### config.mk
export PLATFORM = sky130hd
export DESIGN_NAME = grf_scoreboard
export DESIGN_NICKNAME = d
export VERILOG_FILES = /design/src/rtl/grf_scoreboard.sv
export SDC_FILE = /design/constraint.sdc
export NUM_CORES = 1
export LEC_CHECK = 0
export CAP_MARGIN = 20
export CORE_ASPECT_RATIO = 0.9
export CORE_MARGIN = 5
export CORE_UTILIZATION = 44
export CTS_BUF_LIST = sky130_fd_sc_hd__clkbuf_2
export CTS_CLUSTER_SIZE = 30
export DETAILED_ROUTE_END_ITERATION = 8
export SYNTH_ARGS = -nofsm -noshare
export SYNTH_HDL_FRONTEND = slang
export SYNTH_SLANG_ARGS = --single-unit
### constraint.sdc
create_clock -name clk -period 4.2 [get_ports clk]
set_input_delay 0.42 -clock clk [delete_from_list [all_inputs] [get_ports clk]]
set_output_delay 0.42 -clock clk [all_outputs]
set_load 0.05 [all_outputs]
### src/rtl/grf_scoreboard.sv
// grf_scoreboard
//   Pending-write scoreboard at the read end of the general register file.
//   Each register 1..31 owns a saturating counter of outstanding writes.
//   An accepted issue with a non-zero destination increments that counter,
//   and a write-back decrements it. Decode reads are stalled while a source
//   still has an outstanding write. A write retiring this cycle is bypassed
//   by the register file, so it does not block a read of that register.
//
// Ports
//   clk           : clock, all state updates on the rising edge
//   reset         : synchronous active-high reset, overrides all inputs
//   issue_valid   : decode presents an instruction this cycle
//   issue_rs/rt   : source register addresses
//   issue_dst     : destination register address (0 = no write)
//   wb_valid      : write-back writes the register file this cycle
//   wb_addr       : write-back destination address
//   stall         : combinational, the issue is blocked this cycle
//   rs_busy       : combinational, issue_rs has an uncleared pending write
//   rt_busy       : combinational, issue_rt has an uncleared pending write
//   busy_vec      : registered, bit i set while cnt[i] != 0 (bit 0 always 0)
//   err_underflow : registered, sticky, write-back with no pending write
module grf_scoreboard #(
   parameter int unsigned CNT_W = 2
) (
   input  logic        clk,
   input  logic        reset,
   input  logic        issue_valid,
   input  logic [4:0]  issue_rs,
   input  logic [4:0]  issue_rt,
   input  logic [4:0]  issue_dst,
   input  logic        wb_valid,
   input  logic [4:0]  wb_addr,
   output logic        stall,
   output logic        rs_busy,
   output logic        rt_busy,
   output logic [31:0] busy_vec,
   output logic        err_underflow
);

   localparam logic [CNT_W:0] MAXP = {1'b0, {CNT_W{1'b1}}};

   logic [CNT_W-1:0] cnt_q [1:31];
   logic [CNT_W-1:0] cnt_d [1:31];
   logic [31:0]      busy_q, busy_d;
   logic             err_q, err_d;

   logic [31:0]      wb_hit;     // retire qualifier per register
   logic [31:0]      eff_busy;   // pending after same-cycle retire bypass
   logic [31:0]      eff_full;   // at MAXP and not retiring this cycle
   logic [31:0]      underflow;  // write-back against an empty counter
   logic             dst_full;
   logic             acc;
   logic [CNT_W:0]   cnt_x;
   logic [CNT_W:0]   cnt_n;
   logic             inc;
   logic             dec;
   logic             iss_here;

   // Per-register views of the current counters
   always_comb begin
      wb_hit    = '0;
      eff_busy  = '0;
      eff_full  = '0;
      underflow = '0;
      cnt_x     = '0;
      for (int unsigned r = 1; r < 32; r++) begin
         cnt_x        = {1'b0, cnt_q[r]};
         wb_hit[r]    = wb_valid && (wb_addr == 5'(r));
         // cnt - wb_hit > 0 without letting 0 - 1 wrap into "busy"
         eff_busy[r]  = cnt_x > {{CNT_W{1'b0}}, wb_hit[r]};
         eff_full[r]  = (cnt_x == MAXP) && !wb_hit[r];
         underflow[r] = wb_hit[r] && (cnt_x == '0);
      end
   end

   always_comb begin
      rs_busy  = eff_busy[issue_rs];
      rt_busy  = eff_busy[issue_rt];
      dst_full = eff_full[issue_dst];
      stall    = issue_valid && (rs_busy || rt_busy || dst_full);
      acc      = issue_valid && !stall;
   end

   // Next-state counters. An issue colliding with a retire of a non-empty
   // counter cancels out. A retire against an empty counter is an error
   // and does not consume the issue, so that issue still increments.
   always_comb begin
      busy_d   = '0;
      err_d    = err_q | (|underflow);
      cnt_n    = '0;
      inc      = 1'b0;
      dec      = 1'b0;
      iss_here = 1'b0;
      for (int unsigned r = 1; r < 32; r++) begin
         iss_here = acc && (issue_dst == 5'(r));
         inc      = iss_here && !(wb_hit[r] && !underflow[r]);
         dec      = wb_hit[r] && !underflow[r] && !iss_here;
         if (inc) begin
            cnt_n = {1'b0, cnt_q[r]} + 1'b1;
         end else if (dec) begin
            cnt_n = {1'b0, cnt_q[r]} - 1'b1;
         end else begin
            cnt_n = {1'b0, cnt_q[r]};
         end
         cnt_d[r]  = cnt_n[CNT_W-1:0];
         busy_d[r] = (cnt_n != '0);
      end
   end

   always_ff @(posedge clk) begin
      if (reset) begin
         for (int unsigned r = 1; r < 32; r++) begin
            cnt_q[r] <= '0;
         end
         busy_q <= '0;
         err_q  <= 1'b0;
      end else begin
         for (int unsigned r = 1; r < 32; r++) begin
            cnt_q[r] <= cnt_d[r];
         end
         busy_q <= busy_d;
         err_q  <= err_d;
      end
   end

   assign busy_vec      = busy_q;
   assign err_underflow = err_q;

endmodule

Word-level counts from Yosys, hierarchy flattened --
Memory sizes are Yosys's and may differ from the RTL's. Index checks and enable logic that the tools add are counted. Widths: inputs -> output; s select.
Word-level totals: RAM bits 62, output and inout port bits 36, input port bits 24, memories 1, register bits 33, word-level logic and storage cells 736
Operators by class: $add $sub $neg 62, bitwise gates (word level) 32, eq/ne operators 93, mux-type cells 102, $lt $le $gt $ge 34, reductions and logical operators 409
Memories:
- cnt_q | words 31, bits a word 2, rd ports 31, clocked after memory_dff 0, write ports 31, line 42 | logic [CNT_W-1:0] cnt_q [1:31];
Operator list (count):
- $logic_and 1x1->1 | 219
- $mux 3 | 62
- $eq 5x5->1 const B | 32
- $logic_not 1->1 | 125
- $add 2x1->3 const B | 31
- $reduce_bool 3->1 | 31
- $sub 2x1->3 const B | 31
- $eq 5x4->1 const B | 16
- $eq 2x2->1 const B | 31
- $gt 2x1->1 | 31
- $logic_not 2->1 | 31
- $mux 2 | 31
- $eq 5x3->1 const B | 8
- $or 1x1->1 | 32
- $reduce_or 31->1 | 1
- $eq 5x2->1 const B | 4
- $lt 5x6->1 const B | 3
- $bmux 1 s5 | 3
- $eq 5x1->1 const B | 2
- $mux 1 | 6
- $logic_or 1x1->1 | 2

Logic depth before layout (Yosys ltp) --
Gate-level depths: netlist of the first run.
word-level depth 16, depth in mapped cells 17, depth with buffers taken out 13

Worst setup path after synthesis of the first run --
OpenSTA, ideal clock, no wires.
path kind in2reg, start point input port wb_addr[4], end point register busy_q[25] (netlist: busy_vec[25]), buffers on the path 3, setup time 0.116 ns, cell stages on the path 16, arrival 3.575 ns, setup slack 0.509 ns, data required time 4.084 ns, cell sequence buf_2 and4bb_2 nand2_1 inv_1 ha_1 o21ai_0 o21ai_0 a21oi_1 o31a_1 a211o_1 buf_4 a2111oi_4 buf_6 nand4_2 or3_1 a41o_1
Between the ends: cells in the longest elaborated chain, start to end 16, elaborated cells between the ends (all ways) 177, classes of those cells 31 x order compare; 31 x eq/ne; 8 x mux; 107 x reduce/logical
Ends and longest elaborated chain:
- start, declared | line 32 | input logic [4:0] wb_addr,
- $eq 5x1->1, or another cell as far along | line 68 | wb_hit[r] = wb_valid && (wb_addr == 5'(r));
- $logic_and 1x1->1 | line 68
- $gt 2x1->1 or $logic_not 1->1 (tied branches) | line 70, 71
- $bmux 1 s5, or another cell as far along | line 77 | rs_busy = eff_busy[issue_rs];
- $mux 1 (not written as such), or another cell as far along | line 77
- $logic_or 1x1->1 or $mux 1 (tied branches) | line 80, 79
- $logic_or 1x1->1 | line 80 | stall = issue_valid && (rs_busy || rt_busy || dst_full);
- $logic_and 1x1->1 | line 80
- $logic_not 1->1 | line 81 | acc = issue_valid && !stall;
- $logic_and 1x1->1 | line 81
- $logic_and 1x1->1 | line 95 | iss_here = acc && (issue_dst == 5'(r));
- $logic_not 1->1 | line 97 | dec = wb_hit[r] && !underflow[r] && !iss_here;
- $logic_and 1x1->1 | line 97
- $mux 3 | line 100 | end else if (dec) begin
- $mux 3 * | line 98 | if (inc) begin
- $reduce_bool 3->1 * | line 106 | busy_d[r] = (cnt_n != '0);
- end signal, assigned | line 121 | busy_q <= busy_d;
- end, declared | line 44 | logic [31:0] busy_q, busy_d;
Mark *: on every way between the ends. The rest lies on a longest branch, timed or not. The select of a mux whose other input is x is not followed. A chain may end at the register's enable or synchronous reset.

Worst setup path in the final report of the first run --
start point input port wb_addr[2], end point output port stall
Between the ends: cells in the longest elaborated chain, start to end 8, elaborated cells between the ends (all ways) 164, classes of those cells 31 x order compare; 31 x eq/ne; 6 x mux; 96 x reduce/logical
Ends and longest elaborated chain:
- $eq 5x1->1, or another cell as far along | line 68
- $logic_and 1x1->1 | line 68
- $gt 2x1->1 or $logic_not 1->1 (tied branches) | line 70, 71
- $bmux 1 s5, or another cell as far along | line 77
- $mux 1 (not written as such), or another cell as far along | line 77
- $logic_or 1x1->1 or $mux 1 (tied branches) | line 80, 79
- $logic_or 1x1->1 * | line 80
- $logic_and 1x1->1 * | line 80
- end, declared | line 33 | output logic stall,
Marked as above.

==> flow_summary.toml, run 1 <==
[status]
outcome = "finished, final reports clean"

[power]
cellLeakagePower_nw = 4.388
pwr_density_cell_nw_per_um2 = 254.5
irDropWorstVdd_uv = 131.0

[cts]
cts-root-buf = "clkbuf_2"
max-clock-path-buffers = 2
clock_sinks = 94
numCtsBuffers = 9
insertion_delay_ns = 0.65
h-tree-depth = 3
cts_tree = "built"
clkTransAtPathRegs_ns = 0.29

[global_routing]
overflow = 0
grt_first_pass_wirelength_um = 51390
grt_pass1_vias = 8827
grt_max_degree = 61
antenna_found_initial = 1
grtUsageTotal = 0.2788

[cells_and_area]
fillers = 1964
synthToLayoutAreaGrowth_pct = 23.09
nNetsFinal = 1452
utilization = 0.5529
drive_gt1_frac = 0.1815

[route]
drcViolationCount = 0
first_pass_iters = 7
dr.first_iter.drc_count = 827
viasPerCell = 6.046
wl_per_cell_um = 21.18
finalWirelength_um = 33800
drtAntennaViolNets = 0
vias = 9649

[synth]
syn_nets = 1282
syn_inst = 1164
synth_area_per_cell_um2 = 7.761
syn_area_um2 = 9034
ys.warnings.count = 0
ys_seq_elements = 94
synth_edf_count = 0
seq_area_frac_synth = 0.2083
synth_top_flop_cell = "dfxtp_1"
async_flop_share = 0
yosysUniqueCellTypes = 84

[sta]
period_minus_slack_ns = 4.145
setup_viol = 0
fin_skew_ns = 0.03512
whs_ns = 0.2043
slew_headroom = 0.5315
tns_ns = 0
fin_crit_sh = 0.9870
maxSlewViolCount = 0
fmax_mhz = 241.2
tightest_slew_ns = 0.6973
finalHoldViolations = 0

[placed_design]
post-dp-hpwl_um = 27400
globalplace.congestion = 1.004
place.port_buffers = 58

[setup_path]
r2r_slack_ns = 0.71
crit_type = "in -> out"
crit_top_cell = "buf_4"
path_max_fanout = 9
start_kind = "input pin"
crit_chain = "clkdlybuf4s50_1, buf_4, nand4b_1, buf_4, o211ai_1, a21oi_1, a211oi_1, buf_4, a31oi_1, a211o_4, buf_4, a211oi_2, buf_4, nor2b_1, buf_4"
critPathMaxStageDelay_ns = 0.63
worstPathRequired_ns = 3.78
crit_arrival_ns = 3.73
slowest_stage = "clkdlybuf4s50_1"
cp-end-kind = "output pin"

[hold_path]
hp-class = "in -> reg"

[floorplan]
die_area_um2 = 23500
die_x_um = 161.0
std_cell_rows = 49
initial_utilization = 0.4492
io-pin-count = 60
core_region_area_um2 = 20110
die_y_um = 145.9

[run]
maxCapViolCount = 0
## final cells by class
| type | instances | area (um^2) | area share |
|---|---|---|---|
| multi-input cells | 919 | 6555 | 0.5895 |
| flip-flops and latches | 94 | 1882 | 0.1692 |
| repair buffers | 227 | 1876 | 0.1687 |
| well taps | 255 | 319.1 | 0.02869 |
| inverters | 83 | 311.5 | 0.02802 |
| clock inverters | 7 | 126.4 | 0.01136 |
| clock buffers | 9 | 45.04 | 0.004051 |
| diodes | 2 | 5.005 | 0.0004501 |
## power by group
group	total [mW]	internal (mW)	switching, mW
Combinational	1.15	0.459	0.688
Sequential	1.05	0.976	0.0703
Clock	0.637	0.265	0.372
## synthesized netlist by cell type, types with 31 or more instances
master,number,area (um^2)
nor2_1,124,465.5
dfxtp_1,94,1882
ha_1,94,1176
inv_1,83,311.6
nor3_1,59,295.3
nand2_1,56,210.2
nand3_1,55,275.3
a21oi_1,51,255.2
clkbuf_1,41,153.9
a211oi_1,39,292.8
a31oi_1,32,200.2
or3_1,32,200.2
xnor2_1,32,280.3
o21ai_0,31,155.2
## state kept, by name, indices dropped and copies added, names as in the netlist
name and flops:
err_underflow 1, busy_vec 31, cnt_q 62
## layer usage
metal	GRT usage	vias up	wire length, um
met5	0	-	0
met4	0.08955	0	1041
met3	0.04276	56	2200
met2	0.4335	358	14720
met1	0.3963	4566	15840
li1	-	4669	-
## cell families after synthesis
family                     share of synthesized area
other                                      0.0004151
xor gates and xnor gates                     0.03546
buffers and inverters                        0.07008
adders and majority gates                     0.1404
DFF                                           0.2083
AOI/OAI and AO/OA                             0.2435
muxes                                        0.03837
and+or+nand+nor                               0.2634
## critical path: cells and delay by family
kind | cells | cell delay [ns]
buffers and inverters | 7 | 1.77
and+or+nand+nor | 2 | 0.30
AOI/OAI and AO/OA | 6 | 1.22
## layout by cell type, fill, tap and decap left out, drive strengths merged, types with 32 or more instances in the layout
cell           netlist  layout
a211oi              39      39
a21oi               51      51
a31oi               33      33
buf                 27     173
clkdlybuf4s50        0      53
dfxtp               94      94
ha                  94      94
inv                 83      86
nand2               57      57
nand3               57      57
nor2               124     124
nor3                59      59
or3                 32      32
xnor2               32      32
## stage by stage
step | total power, mW | instance area (um^2) | worst slack [ns] | cells
detailed placement | 2.181 | 10890 | -0.3769 | 1576
floorplan | 1.769 | 9034 | 0.5088 | 1164
finish | 2.830 | 11120 | 0.05459 | 1596
global route | 2.987 | 11120 | -0.001882 | 1596
CTS | 2.837 | 11070 | 0.02966 | 1592
global placement | 2.172 | 10890 | -0.3563 | 1576
## path summary, 6_finish.rpt
kind / endpoint / cells after the start / start
worst min register to register: cnt_q[3][3]$_SDFF_PP0_ / 2 / cnt_q[3][3]$_SDFF_PP0_
worst max register to register: cnt_q[1][3]$_SDFF_PP0_ / 15 / cnt_q[3][5]$_SDFF_PP0_
worst min-delay path: cnt_q[0][4]$_SDFF_PP0_ / 2 / reset
worst max-delay path: stall / 15 / wb_addr[2]
## timing repair
action / 4_1_cts / 5_1_grt
resized for setup: 5 / 7
endpoints found under the hold margin: 0 / 0
gates cloned: 0 / 0
endpoints found under the setup margin: 1 / 1
hold buffers: 0 / 0
buffers inserted: 0 / 2
Note: power is estimated with default switching activity, not from simulation.
==> inputs of run 2 (changes only) <==
==> constraint.sdc (replaced) <==
create_clock -name clk -period 4.2 [get_ports clk]
set_input_delay 0.42 -clock clk [delete_from_list [all_inputs] [get_ports clk]]
set_output_delay 0.42 -clock clk [all_outputs]
set_load 0.1 [all_outputs]
==> flow_summary.toml, run 2 (synthesized netlist as in run 1, its figures left out) <==
[placed_design]
place.port_buffers = 58
post-dp-hpwl_um = 26680
place_inst = 1561
globalplace.congestion = 1.064
place_ws_ns = -0.2290
placed_area_um2 = 10830

[power]
pwr_density_cell_nw_per_um2 = 255.6
power_mw = 2.808
p_sw_mw = 1.233
irDropWorstVdd_uv = 181.7
seqPwrFrac = 0.372
clkPwrFrac = 0.174
switching_share = 0.4392
comb_power_share = 0.454
intPower_mw = 1.575
cellLeakagePower_nw = 4.301

[setup_path]
reg2regPathDepth = 13
r2r-start = "cnt_q[3][2]$_SDFF_PP0_"
worstPathRequired_ns = 3.78
path_max_fanout = 7
cp-end-kind = "output pin"
crit_arrival_ns = 3.61
start_kind = "input pin"
startpoint = "wb_addr[0]"
crit_type = "in -> out"

[cts]
clkTransAtPathRegs_ns = 0.27
clock_sinks = 94
cts-root-buf = "clkbuf_2"
postCtsSetupBuffers = 0
cts_tree = "built"
max-clock-path-buffers = 2
ctsHoldBuffers = 0
numCtsBuffers = 9
insertion_delay_ns = 0.65
h-tree-depth = 3

[cells_and_area]
fillers = 1996
regMostFlops = "cnt_q"
layout_common_cells = "148 x buf_4, 123 x nor2_1, 94 x ha_1, 94 x dfxtp_1, 83 x inv_1"
drive_gt1_frac = 0.1702
nNetsFinal = 1435
stdcell_count = 1579
layout_commonest_cell = "buf_4"
final_area_um2 = 10990
largest_reg_flops = 62
synthToLayoutAreaGrowth_pct = 21.63

[sta]
maxSlewViolCount = 0
slew_headroom = 0.3402
period_minus_slack_ns = 4.029
setup_slack_ns = 0.1708
tightest_slew_ns = 0.9867
fmax_mhz = 248.2
fin_skew_ns = 0.04090
finalHoldViolations = 0
tns_ns = 0
setup_viol = 0
fin_crit_sh = 0.9593

[hold_path]
hp-start = "reset"
hold_depth = 2
hp-class = "in -> reg"

[route]
drcViolationCount = 0
first_pass_iters = 9
viasPerCell = 6.098
drtAntennaViolNets = 0
vias = 9629
finalWirelength_um = 33190
wl_per_cell_um = 21.02
dr.first_iter.drc_count = 982

[floorplan]
die_x_um = 161.0
initial_utilization = 0.4492
die_area_um2 = 23500
std_cell_rows = 49
die_y_um = 145.9
core_region_area_um2 = 20110
io-pin-count = 60

[global_routing]
antenna_found_initial = 1
grt_pass1_vias = 8697
grt_first_pass_wirelength_um = 50470
grt_max_degree = 57
overflow = 0
grtUsageTotal = 0.2733

[run]
maxCapViolCount = 0

[status]
outcome = "finished, final reports clean"
==> run 2: worst max-delay path, cell delays in order <==
cell and delay (ns):
clkdlybuf4s50_1 0.46, buf_4 0.16, buf_4 0.15, nand2b_1 0.16
buf_4 0.14, o21ai_0 0.08, buf_4 0.14, mux4_2 0.45
nor2_1 0.13, a31oi_1 0.07, a31oi_2 0.22, buf_6 0.18
buf_4 0.15, a211oi_2 0.04, buf_4 0.15, buf_4 0.13
nor2b_2 0.16, buf_12 0.19
==> run 2: layer usage <==
metal	track usage	wire, um	share of wire
met4	0.09723	1383	0.042
met3	0.06117	2649	0.080
met2	0.4158	14000	0.42
met5	0	0	0
met1	0.3805	15160	0.46
==> run 2: repair_timing <==
item | in CTS | in global routing
setup endpoints to repair | 1 | 1
pin swaps | 0 | 0
resized for setup | 1 | 10
==> run 2: power groups by stage <==
| stage | combinational, mW | clock (mW) | sequential (mW) |
|---|---|---|---|
| floorplan | 0.638 | 0 | 1.26 |
| global placement | 1.24 | 0 | 1.06 |
| detailed placement | 1.25 | 0 | 1.06 |
| CTS | 1.26 | 0.510 | 1.04 |
| global route | 1.36 | 0.538 | 1.06 |
| finish | 1.28 | 0.488 | 1.04 |
==> run 2: metrics by stage <==
step                hold WS, ns  utilization
floorplan                0.4739            -
global placement         0.5364       0.5387
detailed placement       0.5429       0.5387
CTS                      0.2095       0.5442
global route             0.2365       0.5464
finish                   0.2357       0.5464
==> run 2: area by class of cell <==
class	count	area [um^2]	area share
Clock inverter	6	62.56	0.005693
Tap cell	255	319.1	0.02904
Clock buffer	10	50.05	0.004555
Timing Repair Buffer	210	1804	0.1642
Inverter	83	311.5	0.02835
Sequential cell	94	1882	0.1713
Antenna cell	2	5.005	0.0004555
Multi-Input combinational cell	919	6554	0.5964
==> run 2: final timing paths <==
check / slack, ns / endpoint
max: 0.17 / stall
min: 0.24 / cnt_q[1][6]$_SDFF_PP0_
max reg2reg: 0.65 / busy_vec[9]$_SDFF_PP0_
min reg2reg: 0.57 / cnt_q[3][3]$_SDFF_PP0_
